$ cat config.mk
export PLATFORM = sky130hd
export DESIGN_NAME = watch_time_editor
export DESIGN_NICKNAME = d
export VERILOG_FILES = /design/src/rtl/watch_time_editor.sv
export SDC_FILE = /design/constraint.sdc
export NUM_CORES = 1
export LEC_CHECK = 0
export ABC_CLOCK_PERIOD_IN_PS = 4300
export BUFFER_PORTS_ARGS = -buffer_cell sky130_fd_sc_hd__clkbuf_2
export CAP_MARGIN = 25
export CORE_MARGIN = 5
export CORE_UTILIZATION = 56
export DETAILED_ROUTE_END_ITERATION = 6
export PLACE_DENSITY = 0.82
export SLEW_MARGIN = 20
export SYNTH_ARGS = -nofsm -noshare
export SYNTH_HDL_FRONTEND = slang
export SYNTH_SLANG_ARGS = --single-unit
$ cat constraint.sdc
create_clock -name clk -period 4.3 [get_ports clk]
set_clock_uncertainty 0.1 [all_clocks]
set_input_delay 0.215 -clock clk [delete_from_list [all_inputs] [get_ports clk]]
set_output_delay 0.215 -clock clk [all_outputs]
set_load 0.01 [all_outputs]
$ cat src/rtl/watch_time_editor.sv
`default_nettype none
// ============================================================================
//  Module   : watch_time_editor
//  Purpose  : Set-mode editor for the watch. Holds editable year/month/day/
//             hour/minute/second registers with per-field wrap limits and a
//             calendar-correct day range. Supports hold-to-repeat on inc/dec
//             and renders the 32-character LCD line by index. A commit hands
//             the edited time to the timekeeping core.
//  Ports    : clk, rst           - clock, synchronous active-high reset
//             btn_next/btn_prev  - debounced levels, cursor right/left
//             btn_inc/btn_dec    - debounced levels, field +/- (inc commits
//                                  at cursor 6)
//             load, cur_time     - pulse that copies cur_time into the editor
//             index, out         - LCD character position / registered ASCII
//             bin_time, en_time  - committed time and its one-cycle strobe
//  Revision : 1.0 - initial release
// ============================================================================
module watch_time_editor #(
  parameter int         BLINK_DIV    = 25_000_000,
  parameter int         REPEAT_DELAY = 12_500_000,
  parameter int         REPEAT_RATE  = 2_500_000,
  parameter logic [7:0] ARROW_CHAR   = 8'h7E
) (
  input  logic        clk,
  input  logic        rst,
  input  logic        btn_next,
  input  logic        btn_prev,
  input  logic        btn_inc,
  input  logic        btn_dec,
  input  logic        load,
  input  logic [47:0] cur_time,
  input  logic [4:0]  index,
  output logic [7:0]  out,
  output logic [47:0] bin_time,
  output logic        en_time
);

  localparam int         c_rep_w    = $clog2(REPEAT_DELAY + REPEAT_RATE + 1);
  localparam int         c_blk_w    = $clog2(BLINK_DIV + 1);
  localparam logic [2:0] c_cur_yr   = 3'd0;
  localparam logic [2:0] c_cur_mo   = 3'd1;
  localparam logic [2:0] c_cur_dy   = 3'd2;
  localparam logic [2:0] c_cur_hr   = 3'd3;
  localparam logic [2:0] c_cur_mi   = 3'd4;
  localparam logic [2:0] c_cur_se   = 3'd5;
  localparam logic [2:0] c_cur_cmt  = 3'd6;
  localparam logic [2:0] c_cur_none = 3'd7;

  // Days in month; every fourth year is leap within the 2000-2099 range.
  function automatic logic [7:0] dim(input logic [7:0] m, input logic [7:0] y);
    case (m)
      8'd4, 8'd6, 8'd9, 8'd11: return 8'd30;
      8'd2:                    return (y[1:0] == 2'b00) ? 8'd29 : 8'd28;
      default:                 return 8'd31;
    endcase
  endfunction

  function automatic logic [7:0] tens(input logic [7:0] v);
    return 8'h30 + (v / 8'd10);
  endfunction

  function automatic logic [7:0] ones(input logic [7:0] v);
    return 8'h30 + (v % 8'd10);
  endfunction

  logic [7:0] r_yr, r_mo, r_dy, r_hr, r_mi, r_se;
  logic [2:0] r_cursor;
  logic       r_blink;
  logic [c_blk_w-1:0] r_blk_cnt;
  logic [c_rep_w-1:0] r_rep_cnt;
  logic r_next_s, r_next_d, r_prev_s, r_prev_d;
  logic r_inc_s, r_inc_d, r_dec_s, r_dec_d, r_load_s;

  logic w_next_edge, w_prev_edge, w_inc_edge, w_dec_edge;
  logic w_inc_hold, w_dec_hold, w_hold, w_rep_fire, w_step_inc, w_step_dec;
  logic [c_rep_w-1:0] w_cnt_inc;
  logic [7:0] w_yr_n, w_mo_n, w_dy_t, w_dy_n, w_hr_n, w_mi_n, w_se_n;
  logic [7:0] w_dim_cur, w_dim_n, w_char;
  logic [2:0] w_cur_n, w_field;
  logic       w_commit;

  // Inputs pass through one register stage before edge detection, so an
  // edge sampled at one clock takes effect at the next.
  always_ff @(posedge clk) begin
    if (rst) begin
      {r_next_s, r_next_d, r_prev_s, r_prev_d} <= 4'b0;
      {r_inc_s, r_inc_d, r_dec_s, r_dec_d}     <= 4'b0;
      r_load_s                                 <= 1'b0;
    end else begin
      r_next_s <= btn_next;  r_next_d <= r_next_s;
      r_prev_s <= btn_prev;  r_prev_d <= r_prev_s;
      r_inc_s  <= btn_inc;   r_inc_d  <= r_inc_s;
      r_dec_s  <= btn_dec;   r_dec_d  <= r_dec_s;
      r_load_s <= load;
    end
  end

  assign w_next_edge = r_next_s & ~r_next_d;
  assign w_prev_edge = r_prev_s & ~r_prev_d;
  assign w_inc_edge  = r_inc_s & ~r_inc_d;
  assign w_dec_edge  = r_dec_s & ~r_dec_d;

  // A hold only counts after its edge cycle and only while it is the sole
  // button down; anything else restarts the repeat timing from zero.
  assign w_inc_hold = r_inc_s & r_inc_d & ~r_dec_s & ~r_next_s & ~r_prev_s;
  assign w_dec_hold = r_dec_s & r_dec_d & ~r_inc_s & ~r_next_s & ~r_prev_s;
  assign w_hold     = (w_inc_hold | w_dec_hold) & ~r_load_s & (r_cursor != c_cur_cmt);
  assign w_cnt_inc  = r_rep_cnt + 1'b1;
  // Steps fire at DELAY, DELAY+RATE, ... cycles after the edge; the counter
  // folds back to DELAY after each RATE period.
  assign w_rep_fire = w_hold & ((w_cnt_inc == c_rep_w'(REPEAT_DELAY)) ||
                                (w_cnt_inc == c_rep_w'(REPEAT_DELAY + REPEAT_RATE)));
  assign w_step_inc = w_inc_edge | (w_rep_fire & w_inc_hold);
  assign w_step_dec = w_dec_edge | (w_rep_fire & w_dec_hold);

  always_ff @(posedge clk) begin
    if (rst || !w_hold)
      r_rep_cnt <= '0;
    else if (w_cnt_inc == c_rep_w'(REPEAT_DELAY + REPEAT_RATE))
      r_rep_cnt <= c_rep_w'(REPEAT_DELAY);
    else
      r_rep_cnt <= w_cnt_inc;
  end

  assign w_dim_cur = dim(r_mo, r_yr);

  // Next-value computation for the edit registers, one action per cycle.
  always_comb begin
    w_yr_n   = r_yr;
    w_mo_n   = r_mo;
    w_dy_t   = r_dy;
    w_hr_n   = r_hr;
    w_mi_n   = r_mi;
    w_se_n   = r_se;
    w_cur_n  = r_cursor;
    w_commit = 1'b0;
    if (r_load_s) begin
      w_yr_n  = (cur_time[47:40] > 8'd99) ? 8'd0 : cur_time[47:40];
      w_mo_n  = (cur_time[39:32] == 8'd0 || cur_time[39:32] > 8'd12) ? 8'd1 : cur_time[39:32];
      w_dy_t  = (cur_time[31:24] == 8'd0 || cur_time[31:24] > 8'd31) ? 8'd1 : cur_time[31:24];
      w_hr_n  = (cur_time[23:16] > 8'd23) ? 8'd0 : cur_time[23:16];
      w_mi_n  = (cur_time[15:8]  > 8'd59) ? 8'd0 : cur_time[15:8];
      w_se_n  = (cur_time[7:0]   > 8'd59) ? 8'd0 : cur_time[7:0];
      w_cur_n = c_cur_yr;
    end else if (w_next_edge) begin
      if (r_cursor != c_cur_cmt) w_cur_n = r_cursor + 3'd1;
    end else if (w_prev_edge) begin
      if (r_cursor != c_cur_yr) w_cur_n = r_cursor - 3'd1;
    end else if (w_step_inc) begin
      case (r_cursor)
        c_cur_yr:  w_yr_n = (r_yr == 8'd99) ? 8'd0 : r_yr + 8'd1;
        c_cur_mo:  w_mo_n = (r_mo == 8'd12) ? 8'd1 : r_mo + 8'd1;
        c_cur_dy:  w_dy_t = (r_dy >= w_dim_cur) ? 8'd1 : r_dy + 8'd1;
        c_cur_hr:  w_hr_n = (r_hr == 8'd23) ? 8'd0 : r_hr + 8'd1;
        c_cur_mi:  w_mi_n = (r_mi == 8'd59) ? 8'd0 : r_mi + 8'd1;
        c_cur_se:  w_se_n = (r_se == 8'd59) ? 8'd0 : r_se + 8'd1;
        c_cur_cmt: w_commit = w_inc_edge;
        default:   ;
      endcase
    end else if (w_step_dec) begin
      case (r_cursor)
        c_cur_yr:  w_yr_n = (r_yr == 8'd0) ? 8'd99 : r_yr - 8'd1;
        c_cur_mo:  w_mo_n = (r_mo <= 8'd1) ? 8'd12 : r_mo - 8'd1;
        c_cur_dy:  w_dy_t = (r_dy <= 8'd1) ? w_dim_cur : r_dy - 8'd1;
        c_cur_hr:  w_hr_n = (r_hr == 8'd0) ? 8'd23 : r_hr - 8'd1;
        c_cur_mi:  w_mi_n = (r_mi == 8'd0) ? 8'd59 : r_mi - 8'd1;
        c_cur_se:  w_se_n = (r_se == 8'd0) ? 8'd59 : r_se - 8'd1;
        default:   ;
      endcase
    end
    // Clamping every cycle covers month, year and load changes in one place.
    w_dim_n = dim(w_mo_n, w_yr_n);
    w_dy_n  = (w_dy_t > w_dim_n) ? w_dim_n : w_dy_t;
  end

  always_ff @(posedge clk) begin
    if (rst) begin
      r_yr     <= 8'd0;
      r_mo     <= 8'd1;
      r_dy     <= 8'd1;
      r_hr     <= 8'd0;
      r_mi     <= 8'd0;
      r_se     <= 8'd0;
      r_cursor <= c_cur_yr;
      bin_time <= 48'd0;
      en_time  <= 1'b0;
    end else begin
      r_yr     <= w_yr_n;
      r_mo     <= w_mo_n;
      r_dy     <= w_dy_n;
      r_hr     <= w_hr_n;
      r_mi     <= w_mi_n;
      r_se     <= w_se_n;
      r_cursor <= w_cur_n;
      en_time  <= w_commit;
      if (w_commit) bin_time <= {r_yr, r_mo, r_dy, r_hr, r_mi, r_se};
    end
  end

  always_ff @(posedge clk) begin
    if (rst) begin
      r_blk_cnt <= '0;
      r_blink   <= 1'b0;
    end else if (r_blk_cnt == c_blk_w'(BLINK_DIV - 1)) begin
      r_blk_cnt <= '0;
      r_blink   <= ~r_blink;
    end else begin
      r_blk_cnt <= r_blk_cnt + 1'b1;
    end
  end

  // Character map; w_field tags which cursor position owns the character.
  always_comb begin
    w_char  = 8'h20;
    w_field = c_cur_none;
    case (index)
      5'd0:  w_char = "S";
      5'd1:  w_char = "E";
      5'd2:  w_char = "T";
      5'd5:  begin w_char = "2";        w_field = c_cur_yr;  end
      5'd6:  begin w_char = "0";        w_field = c_cur_yr;  end
      5'd7:  begin w_char = tens(r_yr); w_field = c_cur_yr;  end
      5'd8:  begin w_char = ones(r_yr); w_field = c_cur_yr;  end
      5'd9:  w_char = "Y";
      5'd10: begin w_char = tens(r_mo); w_field = c_cur_mo;  end
      5'd11: begin w_char = ones(r_mo); w_field = c_cur_mo;  end
      5'd12: w_char = "M";
      5'd13: begin w_char = tens(r_dy); w_field = c_cur_dy;  end
      5'd14: begin w_char = ones(r_dy); w_field = c_cur_dy;  end
      5'd15: w_char = "D";
      5'd16: w_char = "T";
      5'd17: w_char = "I";
      5'd18: w_char = "M";
      5'd19: w_char = "E";
      5'd21: begin w_char = tens(r_hr); w_field = c_cur_hr;  end
      5'd22: begin w_char = ones(r_hr); w_field = c_cur_hr;  end
      5'd23: w_char = "H";
      5'd24: begin w_char = tens(r_mi); w_field = c_cur_mi;  end
      5'd25: begin w_char = ones(r_mi); w_field = c_cur_mi;  end
      5'd26: w_char = "M";
      5'd27: begin w_char = tens(r_se); w_field = c_cur_se;  end
      5'd28: begin w_char = ones(r_se); w_field = c_cur_se;  end
      5'd29: w_char = "S";
      5'd31: begin w_char = ARROW_CHAR; w_field = c_cur_cmt; end
      default: ;
    endcase
    if (r_blink && (w_field == r_cursor)) w_char = 8'h20;
  end

  always_ff @(posedge clk) begin
    if (rst) out <= 8'h20;
    else     out <= w_char;
  end

endmodule
`default_nettype wire
# == Yosys cells after proc, flatten, opt, wreduce, memory -nomap -nowiden ==
# Index checks and enable logic that the tools add are counted.
# word_totals
reg_bits,167
elab_cells,282
out_inout_bits,57
inputBits,60
# op_classes
muxes,77
addsub,28
n_eq_ne,56
bitwise_logic,30
reduce_logical,45
n_lt_le_gt_ge,10
n_div,12
# op_table
operator,n
$mux W8,61
$pmux W8 S23,1
$add A6 B8 Y8 const A,12
$eq A5 B5 Y1 const B,14
$add A8 B1 Y8 const B,6
$div A8 B4 Y8 const B,6
$eq A24 B24 Y1 const B,2
$logic_not A8 Y1,6
$mod A8 B4 Y8 const B,6
$sub A8 B1 Y8 const B,6
$eq A5 B4 Y1 const B,8
$eq A8 B4 Y1 const B,5
$eq A8 B3 Y1 const B,4
$add A25 B1 Y25 const B,1
$eq A25 B25 Y1 const B,1
$add A24 B1 Y24 const B,1
$mux W24,1
$reduce_or A2 Y1,12
$pmux W3 S7,1
$and A1 B1 Y1,17
$eq A8 B2 Y1 const B,2
$eq A8 B6 Y1 const B,2
$gt A8 B5 Y1 const B,2
$gt A8 B6 Y1 const B,2
36 further kinds,79

# == Longest topological paths before layout ==
# logic_depth
ltp_word,20
mapped_depth,21
depth_no_buf,19

# == Worst setup path before layout ==
# Ideal clock, no wire load.
# synth_timing
kind,reg-to-reg
start,register r_rep_cnt[0]
end,register r_dy[1]
synth_period_minus_slack_ns,4.653
n_path_buf,0
arrival_time_ns,4.468
setup_time_ns,0.086
slack_ns,-0.353
required_ns,4.114
stages_incl_launch_ff,19
cell_sequence,dfxtp_1 > ha_1 > and4_1 > nand4_4 > or4b_4 > a2111oi_2 > and4_4 > o2111ai_2 > nand2_2 > a22oi_1 > a32o_1 > nor4_2 > and3_1 > ha_1 > nand2_1 > o21ai_0 > o41ai_2 > nor2_1 > a211oi_1
# synth_between
elab_chain_cells,16
elab_cells_between_ends,35
classes_between,add/sub (1); order compare (1); eq/ne (7); mux (18); bitwise (5); reduce/logical (3)
# synth_rtl
item,line,source
from (decl),70,logic [c_rep_w-1:0] r_rep_cnt;
from (signal assigned),120,r_rep_cnt <= c_rep_w'(REPEAT_DELAY);
from (signal assigned),122,r_rep_cnt <= w_cnt_inc;
$add A24 B1 Y24 *,108,assign w_cnt_inc = r_rep_cnt + 1'b1;
"$eq A24 B24 Y1, on equally long branches","111, 112",
$logic_or A1 B1 Y1 *,111,assign w_rep_fire = w_hold & ((w_cnt_inc == c_rep_w'(REPEAT_DELAY)) ||
$and A1 B1 Y1 *,111,
$and A1 B1 Y1,114,assign w_step_dec = w_dec_edge | (w_rep_fire & w_dec_hold);
$or A1 B1 Y1,114,
$mux W8,160,end else if (w_step_dec) begin
$mux W8,149,end else if (w_step_inc) begin
$mux W8,147,end else if (w_prev_edge) begin
$mux W8,145,end else if (w_next_edge) begin
$mux W8,137,if (r_load_s) begin
"$eq A8 B3 Y1, or another cell as far along",51,case (m)
$reduce_or A4 Y1 / $mux W1 (equally long branches),"51, 53",
$pmux W2 S2,51,
$gt A8 B8 Y1,173,w_dy_n = (w_dy_t > w_dim_n) ? w_dim_n : w_dy_t;
$mux W8 *,173,
to (signal assigned),190,r_dy <= w_dy_n;
to (decl),66,"logic [7:0] r_yr, r_mo, r_dy, r_hr, r_mi, r_se;"
# Mark *: on every way between the ends. The rest lies on a longest branch, timed or not. The select of a mux whose other input is x is not followed.
# A chain may end at the register's enable or synchronous reset.

# == Final worst setup path ==
# layout_timing
start,register r_rep_cnt[6]
end,register r_dy[1]
# Same word-level chain as after synthesis.

==> out/metrics.yaml <==
outcome:
  status: "finished, violations left"
  failed_checks: "setup timing"
critical_path:
  timing.rr.start: "r_rep_cnt[6]"
  timing.critical_path.fanout_max: 6
  critical_path.max_stage_delay_ns: 0.52
  ws_path_type: "flip-flop to flip-flop"
  critPathLaunchType: "flip-flop"
  worstPathArrival_ns: 4.89
  critical_path_depth: 19
  critical_path.cell_chain: "nand4_1 -> buf_4 -> nor4_2 -> xor2_1 -> nand4_1 -> or4_4 -> a21o_4 -> nand2_2 -> mux2_2 -> a21oi_2 -> nor2_1 -> a211o_1 -> nand2_2 -> ha_4 -> nand2_2 -> o21ai_2 -> o41ai_4 -> buf_4 -> a211oi_1"
  worst_r2r_endpoint: "r_dy[1]"
  rrSetupSlack_ns: -0.41
  crit_family: "simple AND/OR/NAND/NOR gates"
  r2r_cells: 19
  crit_top_cell: "sky130_fd_sc_hd__nand2_2"
  critPathSlowestCell: "sky130_fd_sc_hd__or4_4"
  crit_path_end_kind: "flip-flop"
  cp_num_buf_inv: 2
  cp_data_required_time_ns: 4.48
yosys:
  syn-cell-area_mm2: 0.0142
  postSynthRegisterBits: 167
  ys.warnings.count: 0
  seq_area_frac_synth_pct: 23.5
  syn-instance-count: 2051
  post_synth_main_area_contributors: "sky130_fd_sc_hd__dfxtp_1 23%, sky130_fd_sc_hd__nand2_1 7.1%, sky130_fd_sc_hd__a21oi_1 6.9%"
  syn_avg_cell_area_um2: 6.95
  synth_async_sr_flop_share_pct: 0
  synth_cell_type_count: 102
  synthDominantAreaCellType: "sky130_fd_sc_hd__dfxtp_1"
  ys_dominant_reg_cell: "sky130_fd_sc_hd__dfxtp_1"
  number_of_enable_flip_flop_cells_after_synthesis: 0
  synth_top_area_share_pct: 23.5
die:
  top_level_ports: 117
  die-width_um: 170
  effective_utilization_at_floorplan_pct: 56.7
  std_cell_rows: 58
  die_area_mm2: 0.0287
  die_h_um: 170
  floorplan.core_area_mm2: 0.0251
global_routing:
  maximum_number_of_pins_on_one_net_before_global_route_repair: 55
  most_utilized_layer_in_the_global_route_result: "met2"
  grt_pass1_wl_um: 77400
  global_route.usage.met1_pct: 44.2
  antenna_found_initial: 0
  globalRouteMet2Util_pct: 51.7
  global_route.overflow_total: 0
  grt_use_total_pct: 32.2
  first_global_vias: 15300
  use_met3_pct: 5.12
clock_tree:
  root_buffer: "sky130_fd_sc_hd__clkbuf_16"
  clkSlewWorstSetupHoldPaths_ns: 0.08
  cts_tree: "done"
  maximum_clock_insertion_buffer_count: 2
  cts_num_sinks: 167
  cts-buffers-inserted: 17
  htreeDepth: 4
  clk_latency_ns: 0.44
flow_run:
  timing.max_cap.violations: 0
min_path:
  min-delay-start: "cur_time[42]"
  hold_class: "input pin to flip-flop"
  hold_depth: 3
  min_delay_worst_endpoint: "r_yr[2]"
layout:
  fill_cells: 2256
  layout_commonest_cell: "sky130_fd_sc_hd__nand2_1"
  area.growth.synth_to_final_pct: 18.9
  final_layout_size_suffix_gt1_share_pct: 18.2
  layout_common_cells: "265 x sky130_fd_sc_hd__nand2_1, 195 x sky130_fd_sc_hd__nor2_1, 193 x sky130_fd_sc_hd__a21oi_1"
  fin_cells: 2561
  multi_input_gate_area_in_the_final_layout_mm2: 0.0104
  regArea_mm2: 0.00335
  antenna-diode-count: 0
  nets: 2325
  fin_area_mm2: 0.0169
sta:
  setup-violations-final: 2
  grt_setup_unrepaired: "yes"
  fin_crit_sh_pct: 110
  setup_slack_ns: -0.412
  highest_clock_rate_mhz: 212
  timing_worst_slew_pin_value_ns: 1.03
  drv_slew: 0
  slew_headroom_pct: 30.5
  finalWorstPathRequiredPeriod_ns: 4.71
  hold_viol: 0
detailed_routing:
  ant_nets: 0
  vias: 16600
  post_drt_via_cell_ratio: 6.49
  detail_route.iter0.violations: 2336
  wire_per_inst_um: 18.8
  drt_drc_violations_left: 0
  wirelength_um: 48200
  firstDrtPassIters: 6
place:
  dpl.hpwl_um: 35400
  place_area_mm2: 0.0159
  numPlacedInstances: 2506
  gp_congestion: 1.03
  buffer_ports.inserted: 116
power_and_ir_drop:
  leakagePower_nw: 6.40
  cellPowerDensity_mw_per_mm2: 268
  max-vdd-ir-drop_uv: 238
metal layers:
metal / wire length, um / share of wire, %
met1: 20300 / 42
met2: 21800 / 45
met3: 4560 / 9.5
met4: 1620 / 3.4
met5: 0 / 0
power by group:
group / switching (W) / total [W] / internal, W
Clock: 0.000808 / 0.00160 / 0.000790
Combinational: 0.000769 / 0.00126 / 0.000494
Sequential: 0.0000950 / 0.00168 / 0.00159
Total: 0.00167 / 0.00455 / 0.00287
final cells by class:
class,instances,area share [%]
clock buffers,17,2.51
clock inverters,15,1.03
inverters,54,1.20
multi-input cells,1674,61.1
flip-flops and latches,167,19.8
well taps,330,2.44
repair buffers,304,12.0
tightest hold or removal path, cell delays in order:
cell and delay (ns):
sky130_fd_sc_hd__clkbuf_2 0.11, sky130_fd_sc_hd__a22oi_1 0.08, sky130_fd_sc_hd__a21oi_1 0.12
kinds of logic (layout without fill, tap and decap cells):
kind of cell	count (synthesis)	in the layout	synth area share, %
DFF	167	167	23.5
xor gates and xnor gates	92	92	5.66
AOI/OAI and AO/OA	625	625	28.7
other	1	3	0.0263
adders and majority gates	51	51	4.41
and+or+nand+nor	885	885	30.5
buffers and inverters	212	390	5.87
muxes	18	18	1.40
cell usage after synthesis (7+ instances only):
library cell / instances
sky130_fd_sc_hd__a211o_1: 7
sky130_fd_sc_hd__a211oi_1: 31
sky130_fd_sc_hd__a21o_1: 14
sky130_fd_sc_hd__a21oi_1: 197
sky130_fd_sc_hd__a221oi_1: 17
sky130_fd_sc_hd__a22oi_1: 19
sky130_fd_sc_hd__a311oi_1: 12
sky130_fd_sc_hd__a31oi_1: 32
sky130_fd_sc_hd__a32oi_1: 9
sky130_fd_sc_hd__and2_1: 21
sky130_fd_sc_hd__and3_1: 25
sky130_fd_sc_hd__and4_1: 9
sky130_fd_sc_hd__buf_1: 17
sky130_fd_sc_hd__buf_2: 17
sky130_fd_sc_hd__clkbuf_1: 121
sky130_fd_sc_hd__dfxtp_1: 167
sky130_fd_sc_hd__ha_1: 47
sky130_fd_sc_hd__inv_1: 49
sky130_fd_sc_hd__mux2i_1: 12
sky130_fd_sc_hd__nand2_1: 268
sky130_fd_sc_hd__nand2b_1: 32
sky130_fd_sc_hd__nand3_1: 78
sky130_fd_sc_hd__nand3b_1: 7
sky130_fd_sc_hd__nand4_1: 36
sky130_fd_sc_hd__nor2_1: 196
sky130_fd_sc_hd__nor2b_1: 44
sky130_fd_sc_hd__nor3_1: 77
sky130_fd_sc_hd__nor3b_1: 9
sky130_fd_sc_hd__nor4_1: 27
sky130_fd_sc_hd__nor4b_1: 7
sky130_fd_sc_hd__o2111ai_1: 8
sky130_fd_sc_hd__o211ai_1: 23
sky130_fd_sc_hd__o21a_1: 9
sky130_fd_sc_hd__o21ai_0: 118
sky130_fd_sc_hd__o221ai_1: 14
sky130_fd_sc_hd__o22ai_1: 24
sky130_fd_sc_hd__o31ai_1: 10
sky130_fd_sc_hd__or3_1: 13
sky130_fd_sc_hd__xnor2_1: 55
sky130_fd_sc_hd__xor2_1: 37
metrics by stage:
step	setup WS (ns)	hold WS, ns	power [W]	setup TNS, ns	util, %
after floorplan	-0.0141	0.243	0.00255	-0.0141	-
after global placement	-0.276	0.338	0.00287	-0.536	63.4
after detailed placement	-0.403	0.334	0.00290	-0.794	63.4
after CTS	-0.312	0.00305	0.00451	-0.616	67.3
after global routing	-0.565	0.0393	0.00473	-1.11	67.5
final	-0.412	0.0187	0.00455	-0.823	67.5
registers in the layout, indices dropped and copies added (netlist names), 3 cells and up:
register / count
r_cursor: 3
r_hr: 8
r_mo: 8
out: 8
r_mi: 8
bin_time: 48
r_se: 8
r_dy: 8
r_blk_cnt: 25
r_rep_cnt: 24
r_yr: 8
worst max-delay path by stage:
| stage | startpoint | endpoint |
|---|---|---|
| 6_report | r_rep_cnt[6] | r_dy[1] |
| 5_1_grt | r_rep_cnt[6] | r_dy[1] |
| 4_1_cts | r_rep_cnt[0] | r_dy[0] |
| 3_5_place_dp | r_rep_cnt[11] | r_dy[0] |
| 3_3_place_gp | r_rep_cnt[1] | r_dy[0] |
| 2_1_floorplan | r_rep_cnt[1] | r_dy[0] |
timing repair:
item                                    4_1_cts  5_1_grt
hold buffers                                 11        0
pin swaps                                    32        8
resized for setup                            35       12
endpoints found under the setup margin        3        6
endpoints found under the hold margin        11        0
setup buffers                                11        2
Note: power is estimated with default switching activity, not from simulation.
